<file path="src/rtl/mem_access_unit.sv">
// rtl/mem_access_unit.sv - memory-stage load/store unit with valid/ready data bus
module mem_access_unit #(
    parameter int DATAW  = 32,
    parameter int MADDRW = 32
) (
    input  logic              clock,
    input  logic              reset,
    input  logic              req_valid,
    input  logic              mem_rw,
    input  logic [2:0]        funct3,
    input  logic [MADDRW-1:0] addr,
    input  logic [DATAW-1:0]  wdata,
    output logic              stall,
    output logic              load_valid,
    output logic [DATAW-1:0]  load_data,
    output logic              lsu_fault,
    output logic              bus_req_valid,
    input  logic              bus_req_ready,
    output logic              bus_we,
    output logic [MADDRW-1:0] bus_addr,
    output logic [3:0]        bus_wstrb,
    output logic [DATAW-1:0]  bus_wdata,
    input  logic              bus_resp_valid,
    input  logic [DATAW-1:0]  bus_rdata
);

    typedef enum logic [1:0] {
        IDLE = 2'd0,
        REQ  = 2'd1,
        WAIT = 2'd2,
        DONE = 2'd3
    } state_t;

    state_t state, next_state;

    logic              we_q;
    logic [2:0]        f3_q;
    logic [1:0]        off_q;
    logic [MADDRW-1:0] addr_q;
    logic [3:0]        wstrb_q;
    logic [DATAW-1:0]  wdata_q;
    logic [DATAW-1:0]  load_data_q;
    logic              fault_q;

    logic              legal;
    logic              accept;
    logic              reject;
    logic [3:0]        wstrb_d;
    logic [DATAW-1:0]  wdata_d;
    logic [DATAW-1:0]  shifted;
    logic [DATAW-1:0]  extracted;

    // Legality: size codes per direction, then natural alignment for H and W.
    always_comb begin
        legal = 1'b1;
        if (mem_rw) begin
            if (funct3 > 3'd2) legal = 1'b0;
        end else begin
            if (funct3 == 3'd3 || funct3 == 3'd6 || funct3 == 3'd7) legal = 1'b0;
        end
        if (funct3[1:0] == 2'd1 && addr[0]) legal = 1'b0;
        if (funct3[1:0] == 2'd2 && addr[1:0] != 2'b00) legal = 1'b0;
    end

    assign accept = (state == IDLE) && req_valid && legal;
    assign reject = (state == IDLE) && req_valid && !legal;

    // Store lane steering: replicate the datum into every lane, enable only the target bytes.
    always_comb begin
        wstrb_d = 4'b0000;
        wdata_d = wdata;
        if (mem_rw) begin
            case (funct3[1:0])
                2'd0: begin
                    wstrb_d = 4'b0001 << addr[1:0];
                    wdata_d = {4{wdata[7:0]}};
                end
                2'd1: begin
                    wstrb_d = 4'b0011 << addr[1:0];
                    wdata_d = {2{wdata[15:0]}};
                end
                default: begin
                    wstrb_d = 4'hF;
                    wdata_d = wdata;
                end
            endcase
        end
    end

    // Load extraction: bring the addressed byte/half to bit 0, then extend by funct3.
    always_comb begin
        shifted = bus_rdata >> {off_q, 3'b000};
        case (f3_q)
            3'd0:    extracted = {{24{shifted[7]}}, shifted[7:0]};
            3'd1:    extracted = {{16{shifted[15]}}, shifted[15:0]};
            3'd4:    extracted = {24'd0, shifted[7:0]};
            3'd5:    extracted = {16'd0, shifted[15:0]};
            default: extracted = shifted;
        endcase
    end

    // State register.
    always_ff @(posedge clock) begin
        if (reset) state <= IDLE;
        else       state <= next_state;
    end

    // Next state and control outputs; IDLE stalls as soon as a legal access is seen.
    always_comb begin
        next_state    = state;
        stall         = 1'b0;
        bus_req_valid = 1'b0;
        load_valid    = 1'b0;
        case (state)
            IDLE: begin
                if (accept) begin
                    stall      = 1'b1;
                    next_state = REQ;
                end
            end
            REQ: begin
                stall         = 1'b1;
                bus_req_valid = 1'b1;
                if (bus_req_ready) next_state = we_q ? DONE : WAIT;
            end
            WAIT: begin
                stall = 1'b1;
                if (bus_resp_valid) next_state = DONE;
            end
            DONE: begin
                load_valid = !we_q;
                next_state = IDLE;
            end
            default: next_state = IDLE;
        endcase
    end

    // Request payload latched on acceptance and held until the bus takes it.
    always_ff @(posedge clock) begin
        if (reset) begin
            we_q    <= 1'b0;
            f3_q    <= 3'd0;
            off_q   <= 2'd0;
            addr_q  <= '0;
            wstrb_q <= 4'b0000;
            wdata_q <= '0;
        end else if (accept) begin
            we_q    <= mem_rw;
            f3_q    <= funct3;
            off_q   <= addr[1:0];
            addr_q  <= {addr[MADDRW-1:2], 2'b00};
            wstrb_q <= wstrb_d;
            wdata_q <= wdata_d;
        end
    end

    // Load result captured with the response; fault pulse one cycle after a rejected access.
    always_ff @(posedge clock) begin
        if (reset) begin
            load_data_q <= '0;
            fault_q     <= 1'b0;
        end else begin
            fault_q <= reject;
            if (state == WAIT && bus_resp_valid) load_data_q <= extracted;
        end
    end

    assign bus_we    = we_q;
    assign bus_addr  = addr_q;
    assign bus_wstrb = wstrb_q;
    assign bus_wdata = wdata_q;
    assign load_data = load_data_q;
    assign lsu_fault = fault_q;

endmodule

</file>
<file path="config.mk">
export PLATFORM = sky130hd
export DESIGN_NAME = mem_access_unit
export DESIGN_NICKNAME = d
export VERILOG_FILES = /design/src/rtl/mem_access_unit.sv
export SDC_FILE = /design/constraint.sdc
export NUM_CORES = 1
export LEC_CHECK = 0
export BUFFER_PORTS_ARGS = -buffer_cell sky130_fd_sc_hd__buf_2
export CAP_MARGIN = 0
export CORE_MARGIN = 5
export CORE_UTILIZATION = 35
export DETAILED_ROUTE_END_ITERATION = 12
export HOLD_SLACK_MARGIN = 0.02
export PLACE_DENSITY = 0.71
export SLEW_MARGIN = 40
export SYNTH_ARGS = -nofsm -noshare
export SYNTH_HDL_FRONTEND = slang
export SYNTH_SLANG_ARGS = --single-unit
</file>
<file path="constraint.sdc">
create_clock -name clock -period 1.87 [get_ports clock]
set_input_delay 0.0935 -clock clock [delete_from_list [all_inputs] [get_ports clock]]
set_output_delay 0.0935 -clock clock [all_outputs]
set_load 0.01 [all_outputs]
</file>
After elaboration in Yosys (flattened, before gate mapping)
Index checks and enable logic that the tools add are counted.
{"block": "classes", "order_cmp": 1, "eq_ne": 14, "shift": 3, "mux": 19, "n_reduce_logical": 16}
{"operator": "$pmux 32 s4", "count": 1}
{"operator": "$pmux 32 s2", "count": 1}
{"operator": "$mux 32", "count": 1}
{"operator": "$shr 32x5->32", "count": 1}
{"operator": "$eq 3x3->1 const B", "count": 4}
{"operator": "$mux 1", "count": 9}
{"operator": "$pmux 2 s4", "count": 1}
{"operator": "$pmux 4 s2", "count": 1}
{"operator": "$eq 2x2->1 const B", "count": 3}
{"operator": "$logic_and 1x1->1", "count": 6}
{"operator": "$mux 2", "count": 3}
{"operator": "$ne 2x2->1 const B", "count": 3}
{"operator": "$eq 2x1->1 const B", "count": 2}
{"operator": "$logic_not 2->1", "count": 2}
{"operator": "$mux 4", "count": 1}
{"operator": "$shl 1x2->4 const A", "count": 1}
{"operator": "$shl 2x2->4 const A", "count": 1}
{"operator": "$eq 3x1->1 const B", "count": 1}
{"operator": "$eq 3x2->1 const B", "count": 1}
{"operator": "$gt 3x2->1 const B", "count": 1}
{"operator": "$logic_not 3->1", "count": 1}
{"operator": "$reduce_and 3->1", "count": 1}
{"operator": "$logic_not 1->1", "count": 2}
{"operator": "$logic_or 1x1->1", "count": 2}
{"operator": "3 further kinds", "count": 3}
{"block": "word_totals", "register_bits": 107, "inputBits": 105, "out_inout_bits": 105, "word_cells": 62}

Logic depth before layout (Yosys ltp)
{"block": "logic_depth", "word_depth": 10, "mapped_depth": 8, "mapped_depth_nobuf": 6}

Worst setup path before layout
No wires, ideal clock.
{"block": "synth_timing", "path_type": "flip-flop to flip-flop", "start": "reg off_q[0]", "end": "reg load_data_q[22] (netlist: load_data[22])", "t_arrival_ns": 1.570, "t_required_ns": 1.800, "setup_slack_ns": 0.230, "stages_incl_launch_ff": 8, "path_buffers": 3, "synth_period_minus_slack_ns": 1.640, "path_cell_list": "dfxtp_1 -> buf_2 -> nor2b_1 -> buf_2 -> a22oi_1 -> a2111o_1 -> buf_2 -> a21oi_1"}
{"block": "synth_via", "elab_chain_cells": 2}
{"item": "from (decl)", "line": "38", "text": "logic [1:0] off_q;"}
{"item": "from (signal assigned)", "line": "150", "text": "off_q <= addr[1:0];"}
{"item": "$shr 32x5->32", "line": "92", "text": "shifted = bus_rdata >> {off_q, 3'b000};"}
{"item": "$pmux 32 s4", "line": "93", "text": "case (f3_q)"}
{"item": "to (signal assigned)", "line": "164", "text": "if (state == WAIT && bus_resp_valid) load_data_q <= extracted;"}
{"item": "to (decl)", "line": "42", "text": "logic [DATAW-1:0] load_data_q;"}
Every way passes these cells.
A chain may end at the register's enable or synchronous reset.

Final worst setup path
{"block": "layout_timing", "start": "reg state[0]", "end": "out stall"}
{"block": "layout_via", "elab_chain_cells": 5, "word_cells_on_any_way": 8}
{"item": "from (decl)", "line": "34", "text": "state_t state, next_state;"}
{"item": "from (signal assigned)", "line": "105", "text": "else state <= next_state;"}
{"item": "$logic_not 2->1", "line": "65, 114"}
{"item": "$logic_and 1x1->1 (2 in series)", "line": "65", "text": "assign accept = (state == IDLE) && req_valid && legal;"}
{"item": "$mux 1", "line": "116", "text": "if (accept) begin"}
{"item": "$pmux 1 s2 (*)", "line": "114", "text": "case (state)"}
{"item": "to (decl)", "line": "13", "text": "output logic stall,"}
Every way passes the cells marked *; elsewhere a longest branch is shown, timed or not.

==> impl_metrics.yaml <==
logic_synthesis:
  synth-xor-area-share_pct: 0
  synth_compound_area_share_pct: 23.0
  synthAdderAreaFrac_pct: 1.59
  yosys_warnings: 0
  yosysSeqAreaShare_pct: 45.3
  avgSynthCellArea_um2: 8.05
  synth_top_family_by_area: "compound AO/OA/AOI/OAI gates"
  synthDistinctLibCells: 36
  ys_seq_elements: 107
  syn-cell-area_um2: 4720
  synthSimpleGateAreaFrac_pct: 15.5
  muxShareOfSynthArea_pct: 9.19
  syn_inst: 587
routing:
  num_vias: 5093
  wirelength_mm: 16.1
  drc: 0
  ant_nets: 0
  drt-wirelength-per-cell_um: 15.8
  drt-initial-drc-count: 382
  dr.pass1.iters: 5
  vias_per_cell: 5.03
sta:
  hold-worst-slack_ns: 0.0414
  fin_crit_ns: 1.74
  fmax_ghz: 0.575
  fin_crit_sh_pct: 93.0
  fin_skew_ns: 0.00699
  slew_viol_final: 0
  maxSlewHeadroom_pct: 49.5
  finalHoldViolCount: 0
  finalSetupViolCount: 0
  worst_pin_slew_ns: 0.757
pwr:
  p_int_mw: 4.33
  switchingPower_mw: 2.03
  pwr-share-seq_pct: 41.9
  clock_power_share_pct: 29.3
  leakage_nw: 3.18
  swShare_pct: 31.9
  peakVddDrop_mv: 0.443
  powerDensity_nw_per_um2: 928
  finalPower_mw: 6.36
  p_comb_share_pct: 28.7
worst_setup_path:
  crit_start: "state[0]$_SDFFE_PP0P_"
  start_kind: "flip-flop"
  path_class: "flip-flop to primary output"
  cp.arrival_ns: 1.65
  cp-end-kind: "primary output"
  cp_max_fo: 14
  r2r_start: "state[0]$_SDFFE_PP0P_"
  required_ns: 1.78
global_routing:
  first_global_vias: 4890
  antenna_found_initial: 0
  gr-usage-all-layers_pct: 19.4
  grtUsageMet3_pct: 6.44
  top_usage_layer: "met2"
  gr-usage-met1_pct: 23.1
  met2_usage_pct: 31.6
  grt_max_degree: 67
  grt_first_pass_wirelength_mm: 25.2
  grt_overflow: 0
layout:
  layout-drive-gt1-share_pct: 31.4
  fin_cells: 1013
  nNetsFinal: 943
  syn2layout_area_growth_pct: 45.1
  fillers: 1283
  diodes: 0
  final_cell_area_um2: 6850
floorplan:
  coreArea_um2: 13200
  fp.dieH_um: 126
  row_count: 42
  start_util_pct: 35.7
  die_w_um: 126
  io_pins: 210
  die_area_um2: 15900
min_path:
  hp-class: "input port to flip-flop"
  holdCritStartpoint: "addr[1]"
clock_network:
  clock_tree.root_cell: "clkbuf_16"
  cts_buffers: 9
  path_clk_slew_ns: 0.07
  h-tree-depth: 3
  clock_sinks: 107
  cts_buffer_depth: 2
  worstSkewPairLatency_ns: 0.35
  cts_tree: "yes"
place:
  post-dp-hpwl_mm: 10.6
  io_buffers: 207
  dpl_cell_area_um2: 5910
  gp_congestion: 0.826
  place_inst: 937
job:
  max-cap-violations: 0
run_status:
  status: "finished, final reports clean"
[final cells by class]
class	count	area, um2	area share, %
multi-input cells	424	2350	34.3
flip-flops and latches	107	2140	31.3
inverters	6	22.5	0.329
clock buffers	11	253	3.69
well taps	176	220	3.21
clock inverters	5	36.3	0.529
repair buffers	284	1830	26.7
[sequential cells by signal, indices dropped and copies added, names as in the netlist]
| name | cells |
|---|---|
| bus_wdata | 32 |
| load_data | 32 |
| off_q | 2 |
| state | 2 |
| bus_we | 1 |
| f3_q | 3 |
| bus_wstrb | 4 |
| bus_addr | 30 |
| lsu_fault | 1 |
[cells in the mapped netlist]
master,count,area share [%]
nand2_1,129,10
a21oi_1,113,12
dfxtp_1,107,45
o21ai_0,42,4.4
nor2_1,38,3.0
mux2i_1,31,6.6
clkbuf_1,24,1.9
buf_2,18,1.9
o211ai_1,11,1.7
mux2_2,9,2.1
a211oi_1,8,1.3
nor2b_1,7,0.93
o2bb2ai_1,7,1.3
ha_1,6,1.6
inv_1,6,0.48
buf_1,5,0.40
buf_4,3,0.48
a21o_1,2,0.32
a221oi_1,2,0.37
nand2b_1,2,0.26
nor4_1,2,0.26
a2111o_1,1,0.24
a211o_1,1,0.19
a21oi_4,1,0.34
a221o_1,1,0.21
a22oi_1,1,0.16
a311oi_1,1,0.19
and2_0,1,0.13
and4b_1,1,0.21
clkbuf_2,1,0.11
conb_1,1,0.079
mux4_2,1,0.48
nor3_1,1,0.11
o221a_2,1,0.24
or2_2,1,0.13
or4_4,1,0.24
[repair_timing]
| action | CTS | global route |
|---|---|---|
| setup endpoints to repair | 1 | 15 |
| hold endpoints to repair | 55 | 0 |
| cloned | 2 | 0 |
| gates resized for setup | 2 | 2 |
| hold buffers | 55 | 0 |
| setup buffers | 2 | 1 |
[final timing paths]
kind	endpoint	depth (start not counted)	slack (ns)
max	stall	8	0.13
min	off_q[1]$_SDFFE_PP0P_	3	0.04
max reg2reg	state[0]$_SDFFE_PP0P_	7	0.14
min reg2reg	bus_addr[8]$_SDFFE_PP0P_	2	0.45
[cells in the final DEF, fill, tap and decap left out, types with 3 or more instances in the layout]
master / instances
mux2_2: 9
buf_4: 18
inv_1: 5
a21oi_1: 113
dfxtp_1: 107
ha_1: 5
buf_2: 207
nor2b_1: 7
a211oi_1: 8
mux2i_1: 31
o21ai_0: 42
o211ai_1: 11
nor2_1: 38
nand2_1: 128
dlygate4sd3_1: 55
clkbuf_16: 9
clkinvlp_4: 3
o2bb2ai_1: 7
[worst max-delay path, stage by stage (launching register included)]
cell and delay (ns):
dfxtp_1 0.36, inv_2 0.11, ha_4 0.17, nand2_2 0.08, a21oi_4 0.17, buf_12 0.17
nor2_1 0.05, nor2_1 0.07, buf_2 0.13
[logic make-up (layout without fill, tap and decap cells)]
logic type,count (synthesis),count (layout)
AOI/OAI and AO/OA,192,192
adders and majority gates,6,6
DFF,107,107
and+or+nand+nor,183,183
muxes,41,41
other,1,2
buffers and inverters,57,306
[layer usage]
layer,part of all wire (%),wire length (um)
met1,41,6530
met2,47,7520
met3,9.3,1490
met4,3.2,509
met5,0,0
[power groups by stage]
| stage | Combinational (mW) | Sequential, mW | Clock (mW) |
|---|---|---|---|
| after floorplan | 0.868 | 2.80 | 0 |
| after global placement | 1.58 | 2.71 | 0 |
| after detailed placement | 1.60 | 2.71 | 0 |
| after CTS | 1.77 | 2.66 | 1.91 |
| after global routing | 2.02 | 2.69 | 2.00 |
| final | 1.83 | 2.67 | 1.87 |
[metrics by stage]
stage,worst slack [ns],setup TNS (ns),util [%]
3_3_place_gp,0.192,0,44.6
2_1_floorplan,0.230,0,-
5_1_grt,-0.0157,-0.0157,51.8
3_5_place_dp,0.179,0,44.6
6_report,0.131,0,51.8
4_1_cts,0.0243,0,51.6
(Power assumes the default switching activity.)
